===== config.mk =====
export PLATFORM = sky130hd
export DESIGN_NAME = fmap_reader
export DESIGN_NICKNAME = d
export VERILOG_FILES = /design/src/rtl/fmap_reader_pkg.sv /design/src/rtl/fmap_fifo2.sv /design/src/rtl/fmap_reader.sv
export SDC_FILE = /design/constraint.sdc
export NUM_CORES = 1
export LEC_CHECK = 0
export CORE_MARGIN = 2
export CORE_UTILIZATION = 45
export CTS_BUF_LIST = sky130_fd_sc_hd__clkbuf_2 sky130_fd_sc_hd__clkbuf_4 sky130_fd_sc_hd__clkbuf_8
export DETAILED_ROUTE_END_ITERATION = 8
export DONT_BUFFER_PORTS = 1
export SLEW_MARGIN = 20
export SYNTH_ARGS = -nofsm -noshare
export SYNTH_HDL_FRONTEND = slang
export SYNTH_SLANG_ARGS = --single-unit

===== constraint.sdc =====
create_clock -name clk -period 11.5 [get_ports clk]
set_clock_uncertainty 0.1 [all_clocks]
set_input_delay 2.3 -clock clk [delete_from_list [all_inputs] [get_ports clk]]
set_output_delay 2.3 -clock clk [all_outputs]
set_load 0.01 [all_outputs]

===== src/rtl/fmap_reader_pkg.sv =====
// Shared definitions for the feature-map reader.
// Holds the FSM state encoding, the padding border size and helpers that
// derive the streamed geometry and beat count from the map dimensions.
// Optional feature macro: FMAP_READER_PAD_EN (one-pixel zero border).
package fmap_reader_pkg;

  typedef enum logic [1:0] {
    ST_IDLE  = 2'd0,
    ST_READ  = 2'd1,
    ST_DRAIN = 2'd2,
    ST_DONE  = 2'd3
  } state_e;

`ifdef FMAP_READER_PAD_EN
  // One border pixel on each side of every row and column
  localparam int unsigned PadCells = 2;
`else
  localparam int unsigned PadCells = 0;
`endif

  // Streamed extent of one map dimension
  function automatic int unsigned stream_dim(input int unsigned n);
    return n + PadCells;
  endfunction

  // Total beats streamed for one map of the configured geometry
  function automatic int unsigned beat_count(input int unsigned h, input int unsigned w);
    return stream_dim(h) * stream_dim(w);
  endfunction

endpackage


===== src/rtl/fmap_fifo2.sv =====
// Two-entry output FIFO for the feature-map reader.
// Ports:
//   clk_i, rst_ni      clock, synchronous active-low reset
//   push_i, wdata_i    write strobe and payload {data, last, eof}
//   pop_i              remove head entry
//   rdata_o            head entry (stable until popped)
//   full_o, empty_o    occupancy flags
module fmap_fifo2 #(
  parameter int unsigned Width = 34
) (
  input  logic             clk_i,
  input  logic             rst_ni,
  input  logic             push_i,
  input  logic             pop_i,
  input  logic [Width-1:0] wdata_i,
  output logic [Width-1:0] rdata_o,
  output logic             full_o,
  output logic             empty_o
);

  logic [Width-1:0] mem_q [2];
  logic             wr_ptr_q;
  logic             rd_ptr_q;
  logic [1:0]       cnt_q;
  logic             push_ok;
  logic             pop_ok;

  assign full_o  = (cnt_q == 2'd2);
  assign empty_o = (cnt_q == 2'd0);
  assign rdata_o = mem_q[rd_ptr_q];

  // A push into a full FIFO is only legal when the head leaves the same cycle
  assign pop_ok  = pop_i && !empty_o;
  assign push_ok = push_i && (!full_o || pop_ok);

  // Storage, pointers and occupancy
  always_ff @(posedge clk_i) begin
    if (!rst_ni) begin
      mem_q[0] <= '0;
      mem_q[1] <= '0;
      wr_ptr_q <= 1'b0;
      rd_ptr_q <= 1'b0;
      cnt_q    <= 2'd0;
    end else begin
      if (push_ok) begin
        mem_q[wr_ptr_q] <= wdata_i;
        wr_ptr_q        <= ~wr_ptr_q;
      end
      if (pop_ok) begin
        rd_ptr_q <= ~rd_ptr_q;
      end
      case ({push_ok, pop_ok})
        2'b10:   cnt_q <= cnt_q + 2'd1;
        2'b01:   cnt_q <= cnt_q - 2'd1;
        default: cnt_q <= cnt_q;
      endcase
    end
  end

endmodule


===== src/rtl/fmap_reader.sv =====
// Feature-map reader: streams one Map_H x Map_W map from memory in raster
// order through a 2-entry output FIFO with a valid/ready handshake.
// Optional feature macro: FMAP_READER_PAD_EN adds a one-pixel zero border
// (border beats issue no memory read).
// Ports:
//   clk, reset          clock, synchronous active-low reset
//   start, base_addr    stream request and map start address
//   busy, done          stream in progress / one-cycle completion pulse
//   mem_rd_en, mem_addr memory read strobe and address
//   mem_rd_data         read data, valid one cycle after mem_rd_en
//   out_data/valid/ready/last/eof  output beat stream
module fmap_reader
  import fmap_reader_pkg::*;
#(
  parameter int unsigned Data_Width = 32,
  parameter int unsigned Addr_Width = 10,
  parameter int unsigned Map_H      = 28,
  parameter int unsigned Map_W      = 28
) (
  input  logic                  clk,
  input  logic                  reset,
  input  logic                  start,
  input  logic [Addr_Width-1:0] base_addr,
  output logic                  busy,
  output logic                  done,
  output logic                  mem_rd_en,
  output logic [Addr_Width-1:0] mem_addr,
  input  logic [Data_Width-1:0] mem_rd_data,
  output logic [Data_Width-1:0] out_data,
  output logic                  out_valid,
  input  logic                  out_ready,
  output logic                  out_last,
  output logic                  out_eof
);

  localparam int unsigned StreamW  = stream_dim(Map_W);
  localparam int unsigned NumBeats = beat_count(Map_H, Map_W);
  localparam int unsigned ColW     = $clog2(StreamW + 1);
  localparam int unsigned BeatW    = $clog2(NumBeats + 1);
  localparam int unsigned PayW     = Data_Width + 2;

  state_e                state_q;
  logic                  busy_q;
  logic                  done_q;
  logic [Addr_Width-1:0] addr_q;
  logic [ColW-1:0]       col_q;
  logic [BeatW-1:0]      idx_q;
  // A beat slot issued last cycle lands in the FIFO this cycle
  logic                  pend_q;
  logic                  pend_last_q;
  logic                  pend_eof_q;

`ifdef FMAP_READER_PAD_EN
  localparam int unsigned StreamH = stream_dim(Map_H);
  localparam int unsigned RowW    = $clog2(StreamH + 1);
  logic [RowW-1:0]       row_q;
  logic                  pend_border_q;
`endif

  logic                  fifo_full;
  logic                  fifo_empty;
  logic [PayW-1:0]       fifo_wdata;
  logic [PayW-1:0]       fifo_rdata;
  logic                  pop_c;
  logic                  issue_c;
  logic                  border_c;
  logic                  beat_last_c;
  logic                  beat_eof_c;
  logic [1:0]            occ_c;
  logic [2:0]            fill_c;
  logic [Data_Width-1:0] push_data_c;

  // Issue decision: FIFO occupancy plus the in-flight slot, less this
  // cycle's pop, must leave room so no returning beat can be dropped
  always_comb begin
    pop_c       = !fifo_empty && out_ready;
    occ_c       = fifo_full ? 2'd2 : (fifo_empty ? 2'd0 : 2'd1);
    fill_c      = 3'(occ_c) + 3'(pend_q) - 3'(pop_c);
    issue_c     = reset && (state_q == ST_READ) && (fill_c < 3'd2);
    beat_last_c = (col_q == ColW'(StreamW - 1));
    beat_eof_c  = (idx_q == BeatW'(NumBeats - 1));
`ifdef FMAP_READER_PAD_EN
    border_c    = (row_q == '0) || (row_q == RowW'(StreamH - 1)) ||
                  (col_q == '0) || beat_last_c;
    push_data_c = pend_border_q ? '0 : mem_rd_data;
`else
    border_c    = 1'b0;
    push_data_c = mem_rd_data;
`endif
  end

  assign fifo_wdata = {push_data_c, pend_last_q, pend_eof_q};

  fmap_fifo2 #(
    .Width (PayW)
  ) u_fifo (
    .clk_i   (clk),
    .rst_ni  (reset),
    .push_i  (pend_q),
    .pop_i   (pop_c),
    .wdata_i (fifo_wdata),
    .rdata_o (fifo_rdata),
    .full_o  (fifo_full),
    .empty_o (fifo_empty)
  );

  assign busy      = busy_q;
  assign done      = done_q;
  assign mem_rd_en = issue_c && !border_c;
  assign mem_addr  = addr_q;
  assign out_valid = !fifo_empty;
  assign out_data  = fifo_rdata[PayW-1:2];
  // Tags are masked so a stale head never shows last/eof without valid
  assign out_last  = !fifo_empty && fifo_rdata[1];
  assign out_eof   = !fifo_empty && fifo_rdata[0];

  // Control FSM, raster counters and in-flight slot tracking
  always_ff @(posedge clk) begin
    if (!reset) begin
      state_q       <= ST_IDLE;
      busy_q        <= 1'b0;
      done_q        <= 1'b0;
      addr_q        <= '0;
      col_q         <= '0;
      idx_q         <= '0;
      pend_q        <= 1'b0;
      pend_last_q   <= 1'b0;
      pend_eof_q    <= 1'b0;
`ifdef FMAP_READER_PAD_EN
      row_q         <= '0;
      pend_border_q <= 1'b0;
`endif
    end else begin
      pend_q <= issue_c;
      if (issue_c) begin
        pend_last_q   <= beat_last_c;
        pend_eof_q    <= beat_eof_c;
`ifdef FMAP_READER_PAD_EN
        pend_border_q <= border_c;
`endif
      end

      case (state_q)
        ST_IDLE: begin
          if (start) begin
            state_q <= ST_READ;
            busy_q  <= 1'b1;
            addr_q  <= base_addr;
            col_q   <= '0;
            idx_q   <= '0;
`ifdef FMAP_READER_PAD_EN
            row_q   <= '0;
`endif
          end
        end
        ST_READ: begin
          if (issue_c) begin
            // Interior pixels are contiguous, so the address only advances on real reads
            if (!border_c) begin
              addr_q <= addr_q + Addr_Width'(1);
            end
            idx_q <= idx_q + BeatW'(1);
            if (beat_last_c) begin
              col_q <= '0;
`ifdef FMAP_READER_PAD_EN
              row_q <= row_q + RowW'(1);
`endif
            end else begin
              col_q <= col_q + ColW'(1);
            end
            if (beat_eof_c) begin
              state_q <= ST_DRAIN;
            end
          end
        end
        ST_DRAIN: begin
          if (pop_c && out_eof) begin
            state_q <= ST_DONE;
            busy_q  <= 1'b0;
            done_q  <= 1'b1;
          end
        end
        ST_DONE: begin
          state_q <= ST_IDLE;
          done_q  <= 1'b0;
        end
        default: begin
          state_q <= ST_IDLE;
          busy_q  <= 1'b0;
          done_q  <= 1'b0;
        end
      endcase
    end
  end

endmodule

==> impl.org <==
** Run
- Across the run, the number of max-cap violations was 0.

** Worst setup path
- The worst setup path is captured at a primary output.
- Cell at the slowest stage of the critical path :: sky130_fd_sc_hd__nor2_1
- Critical path class :: input pin to primary output
- Maximum net fanout on the critical path :: 8
- The largest single stage delay on the critical path is about 450 ps.
- Arrival time of data at the critical path endpoint :: between 3000 and 4000 ps
- STA puts the critical path data required time at slightly above 9000 ps.
- Cell Chain, Critical Path :: o21ai_0, inv_1, ha_1, nor2b_1, xnor3_2, nor2_1
- Worst setup SP type :: input pin

** STA
- Highest Clock Rate :: between 0.15 and 0.2 GHz
- Final-report setup violation count :: 0
- For the final routed database, the setup TNS stands at 0 ps.
- Subtracting the final worst setup slack from the clock period gives 6300 ps.
- Measured against its own limit, the worst slew margin works out to between 40 and 50%.
- The number of max-slew violations in the final report came to 0.
- Setup repair after global routing left no endpoint under its margin.
- Ratio of final minimum period to clock period :: between 50% and 60%
- Worst Max-Slew Pin Slew :: roughly 800 ps
- The number of failing hold endpoints at the final stage was 0.

** CTS
- Clock-pin slew was measured on the worst setup and hold paths at around 90 ps.
- CTS tree :: built
- The tree is rooted in a sky130_fd_sc_hd__clkbuf_8.
- Gates resized during post-CTS repair numbered 0.
- Buffer levels on the longest clock path :: 2
- Worst-Skew Late Latency :: 370 ps
- TritonCTS Sinks :: approximately 110
- In this run the number of H-tree levels came out at 3.
- Buffers inserted to repair hold after CTS numbered 0.
- After clock tree synthesis, the setup repair step added 0 buffers.
- Counting the buffers created by CTS gives 9.

** Power
- IR Drop Worst-Case VDD :: between 0.00008 and 0.00009 V
- Internal power comes to roughly 0.00071 W.
- Leakage power of the design :: approximately 2.0 nW
- Power share of the combinational group :: between 20 and 30%
- Power share of the clock group :: about a quarter
- Sw Ratio :: 34.1%
- Flop pwr share :: between 40% and 50%
- Switching power :: 0.000368 W
- Power density normalized to cell area :: 202 mW/mm²

** Global route
- The via count of the first global-routing pass is 3,134.
- Overall Global Routing Usage :: between 15 and 20%
- The first global-routing pass estimated 15.7 mm of wire.
- Remaining Overflow, GRT :: 0
- Entering global routing, the biggest net connects 35 pins.
- The number of antenna violations at the first check in global routing was 0.

** Placement
- Placed Cells :: 560
- The congestion estimate from routability-driven global placement came to around 0.82.
- Detailed placement ended at an HPWL of 6.57 mm.
- Number of port buffers :: 0

** Yosys
- When the netlist entered floorplanning its net count stood at approximately 490.
- Each instance of the synthesized netlist takes up on average between 10 and 15 µm².
- Post-synth EDFFs :: between 60 and 70
- Synthesis inferred between 100 and 150 register bits.
- Number of unique standard cell types used by synthesis :: 54
- Top cells by area in the synthesized netlist :: sky130_fd_sc_hd__edfxtp_1 41%, sky130_fd_sc_hd__dfxtp_1 15%, sky130_fd_sc_hd__and2_1 8.9%
- Instance count of the mapped netlist :: between 400 and 500
- Of all cell types, the one taking the most synthesized area is sky130_fd_sc_hd__edfxtp_1.
- Cell Area, Synth :: ~0.005 mm²
- Share of the synthesized area in the top cell type :: just over 40%
- Yosys synthesis warning count :: 0
- Fraction of the yosys area taken by sequential cells :: 55.9%
- Post-synth top flop :: sky130_fd_sc_hd__edfxtp_1
- Proportion of register bits with asynchronous set or reset after synthesis :: 0%

** Detailed routing
- Number of design rule violations left after detail routing :: 0
- Wires add up to about 9.9 mm.
- For this run, the detailed router's first-pass iteration total came to 4.
- For this block, the initial DRC count from the detailed router was around 180.
- Average routed wire per standard cell :: 17.2 µm
- Via count :: between 3,000 and 4,000
- In this run the remaining antenna-violating nets after routing total 0.
- After detailed routing, the number of vias per cell comes to approximately 5.5.

** Finish
- Leaving out fill and tap cells, the most frequent cell in the layout is sky130_fd_sc_hd__and2_1.
- 0 antenna diodes ended up in the layout.
- Top library cells by usage in the layout, fill and taps aside :: 71 x sky130_fd_sc_hd__and2_1, 68 x sky130_fd_sc_hd__edfxtp_1, 37 x sky130_fd_sc_hd__dfxtp_1, 35 x sky130_fd_sc_hd__nand2_1, 33 x sky130_fd_sc_hd__mux2_2
- Layout cell share with drive strength beyond 1 :: between 10% and 20%
- For this run, the share of the core covered by cells in the final layout is 49.3%.
- Number of fillers in the final layout :: 990
- Compared with the post-synthesis result, the final layout area differs by 7.41%.
- At the end of the flow, the number of nets in the layout was between 400 and 500.
- Excluding fillers, the count of instances in the completed layout stands at about 580.

** Floorplanning
- The floorplan step defined a die boundary enclosing roughly 0.012 mm².
- Measured along the x axis, the die boundary spans approximately 110 µm.
- Initial cell density of the core :: ~46%
- Overall die height :: between 100 and 150 µm
- Core region area :: 0.0108 mm²
- For this design the top-level I/O count stands at 94.
- Total number of placement rows :: 38

** Min path
- The path class of the tightest hold or removal check is flip-flop to flip-flop.

** Status
- Run status :: finished clean
[cells by family after synthesis]
kind of cell    count (synthesis)  synth area share [%]
simple gates                  176                  19.3
buf+inv                        31                  2.66
compound gates                 70                  9.45
mux                            38                  8.47
fa+ha+maj                      10                  2.51
flops                         105                  55.9
xor+xnor                        6                  1.68
[flip-flops by register name, indices dropped and copies added (netlist names), 2 cells and up, named ones only]
name          flops
u_fifo.mem_q     68
idx_q            10
mem_addr         10
col_q             5
state_q           2
u_fifo.cnt_q      2
[cell type report]
class | count | area (µm²) | area share [%]
well taps | 140 | 175 | 3.28
flip-flops and latches | 105 | 2780 | 52.0
clock inverters | 6 | 90.1 | 1.68
multi-input cells | 300 | 2090 | 39.1
repair buffers | 5 | 37.5 | 0.702
inverters | 10 | 37.5 | 0.702
clock buffers | 10 | 131 | 2.46
[path summary, 6_finish.rpt]
kind	start	endpoint	slack [ps]	depth (start not counted)
min reg2reg	idx_q[9]$_SDFFE_PN0P_	idx_q[9]$_SDFFE_PN0P_	370	2
min	idx_q[9]$_SDFFE_PN0P_	idx_q[9]$_SDFFE_PN0P_	370	2
max	out_ready	mem_rd_en	5200	6
max reg2reg	u_fifo.cnt_q[0]$_SDFFE_PN0P_	mem_addr[2]$_SDFFE_PN0P_	8500	8
[through the flow]
step | hold slack (ps) | setup WS [ps] | area [µm²] | total power [W]
after floorplan | 332 | 5470 | 4980 | 0.000779
after global placement | 349 | 5230 | 5130 | 0.000835
after detailed placement | 357 | 5180 | 5130 | 0.000843
after CTS | 374 | 5180 | 5350 | 0.00109
after global routing | 423 | 5020 | 5350 | 0.00115
final | 375 | 5200 | 5350 | 0.00108
[per-layer routing]
| layer | vias to the layer above | global-route usage (%) | share of wire, % |
|---|---|---|---|
| met3 | 10 | 4.18 | 6.3 |
| met5 | - | 0 | 0 |
| met4 | 0 | 6.15 | 1.2 |
| met1 | 1552 | 21.4 | 44 |
| met2 | 79 | 28.5 | 49 |
| li1 | 1554 | - | - |
[synthesized netlist by cell type, drive strengths merged (10+ instances only)]
cell type / count
o21ai: 20
and2: 71
dfxtp: 37
clkbuf: 16
edfxtp: 68
ha: 10
inv: 10
mux2: 33
nor2: 27
nand2: 35
a21oi: 17
nand3: 10
[worst max-delay path, delay by kind of cell]
family | cells | cell delay, ps
compound gates | 1 | 180
xor+xnor | 1 | 370
fa+ha+maj | 1 | 290
buf+inv | 1 | 130
simple gates | 2 | 630
[power by group through the flow]
stage	clock [W]	sequential, W	combinational (W)
3_3_place_gp	0	0.000516	0.000319
5_1_grt	0.000274	0.000518	0.000356
6_report	0.000253	0.000509	0.000319
2_1_floorplan	0	0.000509	0.000270
4_1_cts	0.000258	0.000510	0.000326
3_5_place_dp	0	0.000518	0.000324
Power figures use the tool's default switching activity.
